[config.mk]
export PLATFORM = sky130hd
export DESIGN_NAME = unified_mem_arbiter
export DESIGN_NICKNAME = d
export VERILOG_FILES = /design/src/rtl/mem_arb_pkg.sv /design/src/rtl/arb_perf_counters.sv /design/src/rtl/unified_mem_arbiter.sv
export SDC_FILE = /design/constraint.sdc
export NUM_CORES = 1
export LEC_CHECK = 0
export BUFFER_PORTS_ARGS = -buffer_cell sky130_fd_sc_hd__buf_2
export CAP_MARGIN = 20
export CORE_ASPECT_RATIO = 0.9
export CORE_MARGIN = 5
export CORE_UTILIZATION = 43
export DETAILED_ROUTE_END_ITERATION = 10
export MAX_ROUTING_LAYER = met4
export PLACE_DENSITY_LB_ADDON = 0.1
export SLEW_MARGIN = 20
export SYNTH_ARGS = -nofsm -noshare
export SYNTH_HDL_FRONTEND = slang
export SYNTH_SLANG_ARGS = --single-unit
export TNS_END_PERCENT = 5
[constraint.sdc]
create_clock -name clk -period 2.14 [get_ports clk]
set_input_delay 0.107 -clock clk [delete_from_list [all_inputs] [get_ports clk]]
set_output_delay 0.107 -clock clk [all_outputs]
set_load 0.01 [all_outputs]
[src/rtl/mem_arb_pkg.sv]
// Shared types and constants for the unified IF/MEM memory arbiter.
package mem_arb_pkg;

  typedef enum logic [1:0] {
    IDLE  = 2'd0,
    ISSUE = 2'd1,
    WAIT  = 2'd2
  } arb_state_e;

  typedef enum logic {
    OWN_I = 1'b0,
    OWN_D = 1'b1
  } arb_owner_e;

  localparam logic [3:0] WEN_LOAD   = 4'b0000;
  localparam int         PERF_CNT_W = 32;

  function automatic logic [PERF_CNT_W-1:0] sat_inc(input logic [PERF_CNT_W-1:0] v);
    return (&v) ? v : v + 1'b1;
  endfunction

endpackage

[src/rtl/arb_perf_counters.sv]
// Saturating wait/conflict counters for the unified memory arbiter.
module arb_perf_counters
  import mem_arb_pkg::*;
(
  input  logic                  clk,
  input  logic                  rst_n,
  input  logic                  i_stall,
  input  logic                  d_stall,
  input  logic                  conflict,
  output logic [PERF_CNT_W-1:0] perf_i_wait_cnt,
  output logic [PERF_CNT_W-1:0] perf_d_wait_cnt,
  output logic [PERF_CNT_W-1:0] perf_conflict_cnt
);

  always_ff @(posedge clk or negedge rst_n) begin
    if (!rst_n) begin
      perf_i_wait_cnt   <= '0;
      perf_d_wait_cnt   <= '0;
      perf_conflict_cnt <= '0;
    end else begin
      if (i_stall)  perf_i_wait_cnt   <= sat_inc(perf_i_wait_cnt);
      if (d_stall)  perf_d_wait_cnt   <= sat_inc(perf_d_wait_cnt);
      if (conflict) perf_conflict_cnt <= sat_inc(perf_conflict_cnt);
    end
  end

endmodule

[src/rtl/unified_mem_arbiter.sv]
// Single-outstanding arbiter sharing one memory port between IF and MEM stages.
// Define ARB_PERF_CNT_EN to add the perf_* wait/conflict counter outputs.
module unified_mem_arbiter
  import mem_arb_pkg::*;
#(
  parameter int D_BURST_MAX = 4
) (
  input  logic        clk,
  input  logic        rst_n,
  input  logic        i_req,
  input  logic [31:0] i_addr,
  output logic [31:0] i_rdata,
  output logic        i_rvalid,
  output logic        i_stall,
  input  logic        d_req,
  input  logic [3:0]  d_wen,
  input  logic [31:0] d_addr,
  input  logic [31:0] d_wdata,
  output logic [31:0] d_rdata,
  output logic        d_rvalid,
  output logic        d_stall,
  output logic        m_req,
  output logic [31:0] m_addr,
  output logic [3:0]  m_wen,
  output logic [31:0] m_wdata,
  input  logic        m_ready,
  input  logic        m_rvalid,
  input  logic [31:0] m_rdata
`ifdef ARB_PERF_CNT_EN
  ,
  output logic [PERF_CNT_W-1:0] perf_i_wait_cnt,
  output logic [PERF_CNT_W-1:0] perf_d_wait_cnt,
  output logic [PERF_CNT_W-1:0] perf_conflict_cnt
`endif
);

  localparam logic [3:0] BURST_LIMIT = 4'(D_BURST_MAX);

  arb_state_e  state_q, state_d;
  arb_owner_e  owner_q, owner_d;
  logic [3:0]  burst_q, burst_d;
  logic        m_req_d;
  logic [31:0] m_addr_d;
  logic [3:0]  m_wen_d;
  logic [31:0] m_wdata_d;
  logic        grant_d, grant_i, done;

  // D normally wins; once it has taken BURST_LIMIT grants past a waiting fetch, IF goes next.
  assign grant_d = d_req && !(i_req && (burst_q == BURST_LIMIT));
  assign grant_i = i_req && !grant_d;
  assign done    = (state_q == WAIT) && m_rvalid;

  always_ff @(posedge clk or negedge rst_n) begin
    if (!rst_n) begin
      state_q <= IDLE;
      owner_q <= OWN_I;
      burst_q <= '0;
      m_req   <= 1'b0;
      m_addr  <= '0;
      m_wen   <= '0;
      m_wdata <= '0;
    end else begin
      state_q <= state_d;
      owner_q <= owner_d;
      burst_q <= burst_d;
      m_req   <= m_req_d;
      m_addr  <= m_addr_d;
      m_wen   <= m_wen_d;
      m_wdata <= m_wdata_d;
    end
  end

  always_comb begin
    state_d   = state_q;
    owner_d   = owner_q;
    burst_d   = burst_q;
    m_req_d   = m_req;
    m_addr_d  = m_addr;
    m_wen_d   = m_wen;
    m_wdata_d = m_wdata;
    i_rvalid  = 1'b0;
    d_rvalid  = 1'b0;
    i_rdata   = '0;
    d_rdata   = '0;

    unique case (state_q)
      IDLE: begin
        if (grant_d) begin
          owner_d   = OWN_D;
          m_req_d   = 1'b1;
          m_addr_d  = d_addr;
          m_wen_d   = d_wen;
          m_wdata_d = d_wdata;
          state_d   = ISSUE;
          if (!i_req)                    burst_d = '0;
          else if (burst_q != BURST_LIMIT) burst_d = burst_q + 4'd1;
        end else if (grant_i) begin
          owner_d   = OWN_I;
          m_req_d   = 1'b1;
          m_addr_d  = i_addr;
          m_wen_d   = WEN_LOAD;
          m_wdata_d = '0;
          state_d   = ISSUE;
          burst_d   = '0;
        end
      end
      ISSUE: begin
        if (m_ready) begin
          m_req_d = 1'b0;
          state_d = WAIT;
        end
      end
      WAIT: begin
        if (done) state_d = IDLE;
      end
      default: state_d = IDLE;
    endcase

    // Completion is forwarded in the same cycle the memory reports it.
    if (done) begin
      if (owner_q == OWN_D) begin
        d_rvalid = 1'b1;
        d_rdata  = m_rdata;
      end else begin
        i_rvalid = 1'b1;
        i_rdata  = m_rdata;
      end
    end
  end

  assign i_stall = i_req && !i_rvalid;
  assign d_stall = d_req && !d_rvalid;

`ifdef ARB_PERF_CNT_EN
  logic conflict;
  assign conflict = (state_q == IDLE) && i_req && d_req;

  arb_perf_counters u_perf (
    .clk               (clk),
    .rst_n             (rst_n),
    .i_stall           (i_stall),
    .d_stall           (d_stall),
    .conflict          (conflict),
    .perf_i_wait_cnt   (perf_i_wait_cnt),
    .perf_d_wait_cnt   (perf_d_wait_cnt),
    .perf_conflict_cnt (perf_conflict_cnt)
  );
`endif

endmodule

* After elaboration in Yosys (flattened, before gate mapping)
Index checks and enable logic that the tools add are counted.
** Storage, ports and cells
- Flip-flop bits (word level) :: 76
** Operators by class
- Add/sub/neg operators :: 1
- Equal/unequal tests :: 8
- Mux-type cells :: 28
- Reduce and logical (&&, ||, !) cells :: 17
** Operator list (count)
- 32-bit two-way mux :: 8
- 4-bit two-way mux :: 5
- 1-bit two-way mux :: 9
- 3-bit AND reduction :: 3
- 2-bit two-way mux :: 4
- 1-bit logical AND :: 6
- 2-bit case mux with 3 select lines :: 1
- 4-bit by 1-bit adder with 4-bit output, second input constant :: 1
- 4-bit by 3-bit == test with 1-bit output, second input constant :: 1
- 1-bit logical NOT :: 4
- 2-bit inequality test, second input constant :: 2
- 4-bit by 3-bit inequality test with 1-bit output, second input constant :: 1
- 2-bit nonzero test :: 2
- 3-bit by 2-bit inequality test with 1-bit output, second input constant :: 1
- 3-bit inequality test, second input constant :: 1
- 2-bit by 1-bit == test with 1-bit output, second input constant :: 1
- 2-bit == test, second input constant :: 1
- 2-bit logical NOT :: 1
- 1-bit case mux with 2 select lines :: 1
- 2-bit AND reduction :: 1

* Depth between registers and ports, before layout
Gate-level depths: netlist (run 1).
- Depth after elaboration :: 9
- Mapped depth :: 8
- Depth with buffers taken out :: 5

* Worst setup path after synthesis (run 1)
Ideal clock, no wire load.
- Path kind :: reg-to-reg
- From :: register burst_q[0]
- To :: register m_addr[10]
- Library setup time :: 0.121 ns
- Arrival time :: 1.503 ns
- Data required time :: 2.019 ns
- Path slack :: 0.516 ns
- Stages on the path, launching flop included :: 8
- Path buffers :: 2
- Clock period less this slack :: 1.624 ns
- Path through :: dfrtp_1 -> inv_1 -> ha_1 -> nand4b_1 -> buf_2 -> buf_6 -> a311o_1 -> o22a_1
** Between the ends
- Longest elaborated chain between the ends :: 8
- Elaborated cells between the ends (all ways) :: 9
** Ends and longest elaborated chain
- start, declared :: RTL line unified_mem_arbiter.sv:41 : logic [3:0] burst_q, burst_d;
- start signal, assigned :: RTL line unified_mem_arbiter.sv:65 : burst_q <= burst_d;
- 4-bit by 3-bit == test with 1-bit output * :: RTL line unified_mem_arbiter.sv:49 : assign grant_d = d_req && !(i_req && (burst_q == BURST_LIMIT));
- 1-bit logical AND * :: RTL line unified_mem_arbiter.sv:49
- 1-bit logical NOT * :: RTL line unified_mem_arbiter.sv:49
- 1-bit logical AND * :: RTL line unified_mem_arbiter.sv:49
- 1-bit logical NOT :: RTL line unified_mem_arbiter.sv:50 : assign grant_i = i_req && !grant_d;
- 1-bit logical AND :: RTL line unified_mem_arbiter.sv:50
- 2-bit nonzero test (no line)
- 2-bit AND reduction (no line)
- end signal, assigned :: RTL line unified_mem_arbiter.sv:67 : m_addr <= m_addr_d;
- end, declared :: RTL line unified_mem_arbiter.sv:23 : output logic [31:0] m_addr,
Mark *: on every way between the ends. The rest lies on a longest branch, timed or not.
A chain may end at the register's enable or synchronous reset.

* Final worst setup path (run 1)
- From :: register burst_q[0]
- To :: register m_addr[25]
Same word-level chain as after synthesis.

==> metrics.txt, run 1 <==
Initial Util 0.437; Post-synth EDFFs 0; Placement Rows 34; worst path cell trace inv_1, ha_1, nand4b_1, buf_12, a311o_1, o22a_1; Seq cells post-synth 76; Resize count post-CTS 0; CP startpoint kind flip-flop; total number of vias 4412; die footprint 0.0119 mm2; Synth Warn # 0; placed instance area 0.00564 mm2; Critical Path RT 2.37 ns; setup TNS 0 ns; MaxCap Viol Count 0; layout overhead on the synthesized area 40.9%; DIE WIDTH 114 um; CTS tree built; first-pass GRT wire length 22.4 mm; Place WS 0.332 ns; Clock Skews 0.00906 ns; most frequent cells in the layout buf_2 (272), dfrtp_1 (75), o21ai_0 (69); FF-to-FF path depth 6; post-route ant nets 0; max incr delay on CP 0.43 ns; crit end category flip-flop; setup repair bufs after CTS 0; post-layout min period 1.83 ns; vias in the first global route 4394; layout cells sized above 1 0.443; PwrDens 1160 mW/mm2; Final WS setup 0.308 ns; CTS H-tree depth 3; dpl hpwl 10.4 mm; RSZ-0062 raised after global routing no; Slew headroom 0.272; grt total ovfl 0; Post-Route WL 14.3 mm; port buffer count 274; GR Util All Layers 0.236; Clock Sinks 76; drt first pass iters 4; Lkg Pwr 3.03 nW; WL per Instance 17.4 um; met3 wire len 1.12 mm; status finished clean; RePlAce Congestion 0.834; Remaining DRCs 0; clock root buffer clkbuf_8; Hold WC Path Type primary input to flip-flop; CP max stage cell dfrtp_1; antenna violations before repair 0; met2 routed WL 7.36 mm; Syn Nets 582; met1 WL 5.60 mm; Worst Hold Depth 3; # diodes 0; Peak VDD IR 0.000547 V; initial DRC count 230; clk_lat worst skew 0.35 ns; Die Y 104 um; Max FO, Critical Path 70; Core ar. 0.00961 mm2; Slew Viols, Final 0; most common cell after layout, fill and taps aside buf_2; # IOs 275; worst path arrival time 2.07 ns; final hold slack 0.0154 ns; Final Setup Violations 0; Gate Count Post-Synth 442; largest net degree at the start of global routing 71; Hold Fails Final Rpt 0; maximum clock insertion buffer count 2; Clock transition at path regs 0.09 ns; final net count 833; f_max 546 MHz; Finished Cell Area 0.00592 mm2; Mapped Area 0.00420 mm2; Seq/Total Area, Yosys 0.452; Avg Inst Size Synth 9.51 um2; final worst path period share 0.856; Setup CP Type flip-flop to flip-flop; FF-to-FF setup slack 0.31 ns; Worst-Margin Slew 1.09 ns; Synth Flop Type dfrtp_1; Synth cell types 32; number of CTS-inserted buffers 9; top layer in use met4; drt via density 5.35; Async SR Flop Fraction 1.00
-- worst max-delay path: cells and delay by family (launching register included) --
family                   cells  cell delay, ns
AO/OA/AOI/OAI                2            0.54
adder cells (fa/ha/maj)      1            0.19
buffers and inverters        2            0.33
flip-flops                   1            0.43
AND/OR/NAND/NOR              1            0.19
-- layer usage --
| layer | vias to the layer above | GRT usage |
|---|---|---|
| met4 | 0 | 0.0585 |
| met5 | - | - |
| li1 | 2118 | - |
| met1 | 2067 | 0.287 |
| met3 | 22 | 0.0560 |
| met2 | 205 | 0.395 |
-- cells by family after synthesis --
kind of cell | Yosys count | synth area share
buffers and inverters | 59 | 0.0634
adder cells (fa/ha/maj) | 2 | 0.00595
flip-flops | 76 | 0.452
AO/OA/AOI/OAI | 182 | 0.307
AND/OR/NAND/NOR | 123 | 0.172
-- layout make-up --
cell class              count  area [um2]
clock inverters             6        95.1
inverters                   6        22.5
repair buffers            293        1560
multi-input cells         307        2050
flip-flops and latches     76        1900
fillers                   885        3690
well taps                 126         158
clock buffers              10         138
-- stage by stage --
step	utilization	total power [W]	cells
2_1_floorplan	-	0.00435	442
3_3_place_gp	0.587	0.00558	803
3_5_place_dp	0.587	0.00566	803
4_1_cts	0.614	0.00694	822
5_1_grt	0.616	0.00739	824
6_report	0.616	0.00689	824
-- synth_stat cells (5+ instances only) --
cell,count,share of area
a21boi_1,32,0.057
a311o_1,32,0.076
and2_1,65,0.097
buf_1,5,0.0045
buf_2,18,0.021
clkbuf_1,26,0.023
dfrtp_1,76,0.45
inv_1,6,0.0054
nand2_1,5,0.0045
nand3_1,39,0.046
o21ai_0,69,0.082
o21ai_1,11,0.013
o22a_1,32,0.067
-- power by group --
part / internal [W] / total [W] / switching, W
combinational: 0.00137 / 0.00311 / 0.00174
sequential: 0.00210 / 0.00250 / 0.000407
clock: 0.000701 / 0.00128 / 0.000576
-- sequential cells by signal, summed over array words and instances (netlist names) --
register	count
burst_q	4
m_addr	32
m_req	1
m_wdata	32
m_wen	4
owner_q	1
state_q	2
-- worst paths after layout --
kind	end	from
worst max register to register	m_addr[25]	burst_q[0]
max in group asynchronous	m_addr[27]	rst_n
worst max-delay path	m_addr[25]	burst_q[0]
worst min register to register	m_wdata[27]	m_wdata[27]
worst min-delay path	m_wdata[10]	d_wdata[10]
min in group asynchronous	m_wdata[8]	rst_n
-- timing repair --
item | CTS | global route
endpoints found under the hold margin | 28 | 2
endpoints found under the setup margin | 0 | 0
hold buffers | 3 | 2
(Power assumes the default switching activity.)
==> inputs of run 2 (changes only) <==
Settings changed: CORE_UTILIZATION 43 to 44, CTS_BUF_LIST set to sky130_fd_sc_hd__clkbuf_2, SYNTH_HIERARCHICAL set to 1.
==> metrics.txt, run 2 <==
DIE WIDTH 113 um (-1.0%); RePlAce Congestion 0.902 (+8.1%); Clock transition at path regs 0.25 ns (+0.16 ns); Top delay family on crit path buffers and inverters; grt total ovfl 0 (unchanged); Post-synth EDFFs 0 (unchanged); Max FO, Critical Path 20 (-71%); Post-Route WL 17.1 mm (+20%); Async SR Flop Fraction 1.00 (unchanged); most common cell after layout, fill and taps aside buf_2; FF-to-FF setup slack 0.22 ns (-0.09 ns); top flop regs m_addr: 32 flops, m_wdata: 32 flops; CP startpoint kind flip-flop; Setup CP Type flip-flop to output pin; Final Setup Violations 0 (unchanged); MaxCap Viol Count 0 (unchanged); Gate Count Post-Synth 442 (unchanged); Syn Nets 582 (unchanged); Core ar. 0.00921 mm2 (-4.2%); CP max stage cell dfrtp_2; total number of vias 5064 (+15%); Synth Warn # 6 (+6); met2 routed WL 9.16 mm (+25%); Slew headroom 0.526 (+0.253); Die Y 103 um (-1.0%); cell taking the most area after synthesis dfrtp_1; worst path cell trace buf_6, nor3b_4, buf_4, buf_6, and2_1, buf_2; port buffer count 274 (unchanged); R2R Path End m_addr[18]; Clock Sinks 76 (unchanged); setup TNS 0 ns (unchanged); cell with the most instances on the worst path buf_6; layout cells sized above 1 0.395 (-0.0477); Clock Skews 0.0330 ns (+0.0239 ns); die footprint 0.0116 mm2 (-2.1%); Mapped Area 0.00420 mm2 (unchanged); commonest cells in the netlist dfrtp_1 (76), o21ai_0 (69), and2_1 (65); top-count cell post-synth dfrtp_1; Hold WC Path Type primary input to async pin; final net count 940 (+13%); WL per Instance 18.5 um (+6.2%); Avg Inst Size Synth 9.51 um2 (unchanged); worst path arrival time 1.95 ns (-0.12 ns); CTS H-tree depth 3 (unchanged); post-synth top area share 0.452 (unchanged); final worst path period share 0.962 (+0.106); PwrDens 998 mW/mm2 (-14%); post-route ant nets 0 (unchanged); Seq cells post-synth 76 (unchanged); Synth Flop Type dfrtp_1; met3 wire len 1.20 mm (+7.5%); Lkg Pwr 3.46 nW (+14%); final core utilization 0.749 (+0.133); dpl hpwl 11.3 mm (+9.1%); Peak VDD IR 0.000557 V (+1.8%); # IOs 275 (unchanged); total power 0.00688 W (-0.11%); Worst Path Buf+Inv 4 (+2); Slew Viols, Final 0 (unchanged); number of CTS-inserted buffers 9 (unchanged); placed cells 801 (-0.25%); GR Util All Layers 0.287 (+0.0513); crit end category output pin; most frequent cells in the layout buf_2 (272), dlygate4sd3_1 (104), dfrtp_1 (74); Remaining DRCs 0 (unchanged); maximum clock insertion buffer count 2 (unchanged); Synth area leaders dfrtp_1 (45%), and2_1 (9.7%), o21ai_0 (8.2%), a311o_1 (7.6%), o22a_1 (6.7%); Seq/Total Area, Yosys 0.452 (unchanged); f_max 486 MHz (-11%); largest net degree at the start of global routing 73 (+2.8%); Synth cell types 32 (unchanged); Placement Rows 33 (-2.9%); first-pass GRT wire length 26.0 mm (+16%); met1 WL 6.22 mm (+11%); RSZ-0062 raised after global routing no; initial DRC count 289 (+26%); layout overhead on the synthesized area 64.1%; Finished Layout Cells 928 (+13%); FF-to-FF Start burst_q[0]; drt first pass iters 4 (unchanged); Worst-Margin Slew 0.711 ns (-0.377 ns); max incr delay on CP 0.46 ns (+0.03 ns); Critical Path RT 2.03 ns (-0.34 ns); post-layout min period 2.06 ns (+0.227 ns); status finished clean; vias in the first global route 5011 (+14%); Hold Fails Final Rpt 0 (unchanged); Place WS 0.340 ns (+0.00890 ns); Initial Util 0.457 (+0.0193); antenna violations before repair 0 (unchanged); top layer in use met4; Final WS setup 0.0804 ns (-0.227 ns); FF-to-FF path depth 6 (unchanged); clock root buffer clkbuf_2; CTS tree built; clk_lat worst skew 0.53 ns (+0.18 ns); drt via density 5.46 (+1.9%)
## run 2: cell counts after synthesis
Identical to the previous run, type by type.
## run 2: layout make-up
| cell class | instances | area (um2) |
|---|---|---|
| fill | 686 | 2310 |
| clock buffer | 9 | 45.0 |
| multi-input combinational | 307 | 2060 |
| tap | 122 | 153 |
| sequential | 76 | 1900 |
| inverter | 6 | 22.5 |
| clock inverter | 7 | 98.8 |
| timing repair buffer | 400 | 2620 |
| antenna | 1 | 2.50 |
## run 2: repair_timing
| item | in CTS | in global routing |
|---|---|---|
| buffers inserted | 1 | 2 |
| hold buffers | 104 | 0 |
| gates cloned | 0 | 3 |
| gates resized for setup | 2 | 12 |
| pin swaps | 0 | 1 |
| endpoints found under the hold margin | 127 | 0 |
| setup endpoints to repair | 64 | 18 |
## run 2: cell families (layout without fill, tap and decap cells)
logic type	count (synthesis)	after routing	share of synthesized area
buffers and inverters	59	422	0.0634
AO/OA/AOI/OAI	182	182	0.307
AND/OR/NAND/NOR	123	123	0.172
adder cells (fa/ha/maj)	2	2	0.00595
other	0	1	0
flip-flops	76	76	0.452
## run 2: worst max path at each step
stage	from	slack, ns	to	depth (start not counted)
6_report	state_q[0]	0.08	d_rdata[1]	6
3_3_place_gp	state_q[1]	0.42	m_addr[17]	4
2_1_floorplan	burst_q[0]	0.52	m_addr[10]	7
5_1_grt	state_q[0]	0.003	d_rdata[2]	6
4_1_cts	state_q[0]	0.04	i_rdata[17]	5
3_5_place_dp	burst_q[0]	0.34	m_addr[18]	6
## run 2: metrics by stage
stage	instance area [um2]	hold WS, ns
2_1_floorplan	4200	-0.189
3_3_place_gp	5640	0.205
3_5_place_dp	5640	0.214
4_1_cts	6840	0.106
5_1_grt	6900	0.139
6_report	6900	0.124
## run 2: routing by layer
metal	vias up	global-route usage
li1	2336	-
met1	2423	0.332
met2	258	0.504
met3	47	0.0546
met4	0	0.104
met5	-	-
## run 2: worst register-to-register path: cells and delay by family (launching register included)
family                     cells  cell delay [ns]
and+or+nand+nor                1             0.19
adders and majority gates      1             0.16
DFF                            1             0.49
AOI/OAI and AO/OA              2             0.67
buffers and inverters          2             0.33
## run 2: power by group
part           leakage, nW  internal (W)  switching, W
logic                 2.45       0.00156       0.00189
registers            0.928       0.00209      0.000398
clock network       0.0825      0.000392      0.000553
total                 3.46       0.00404       0.00284
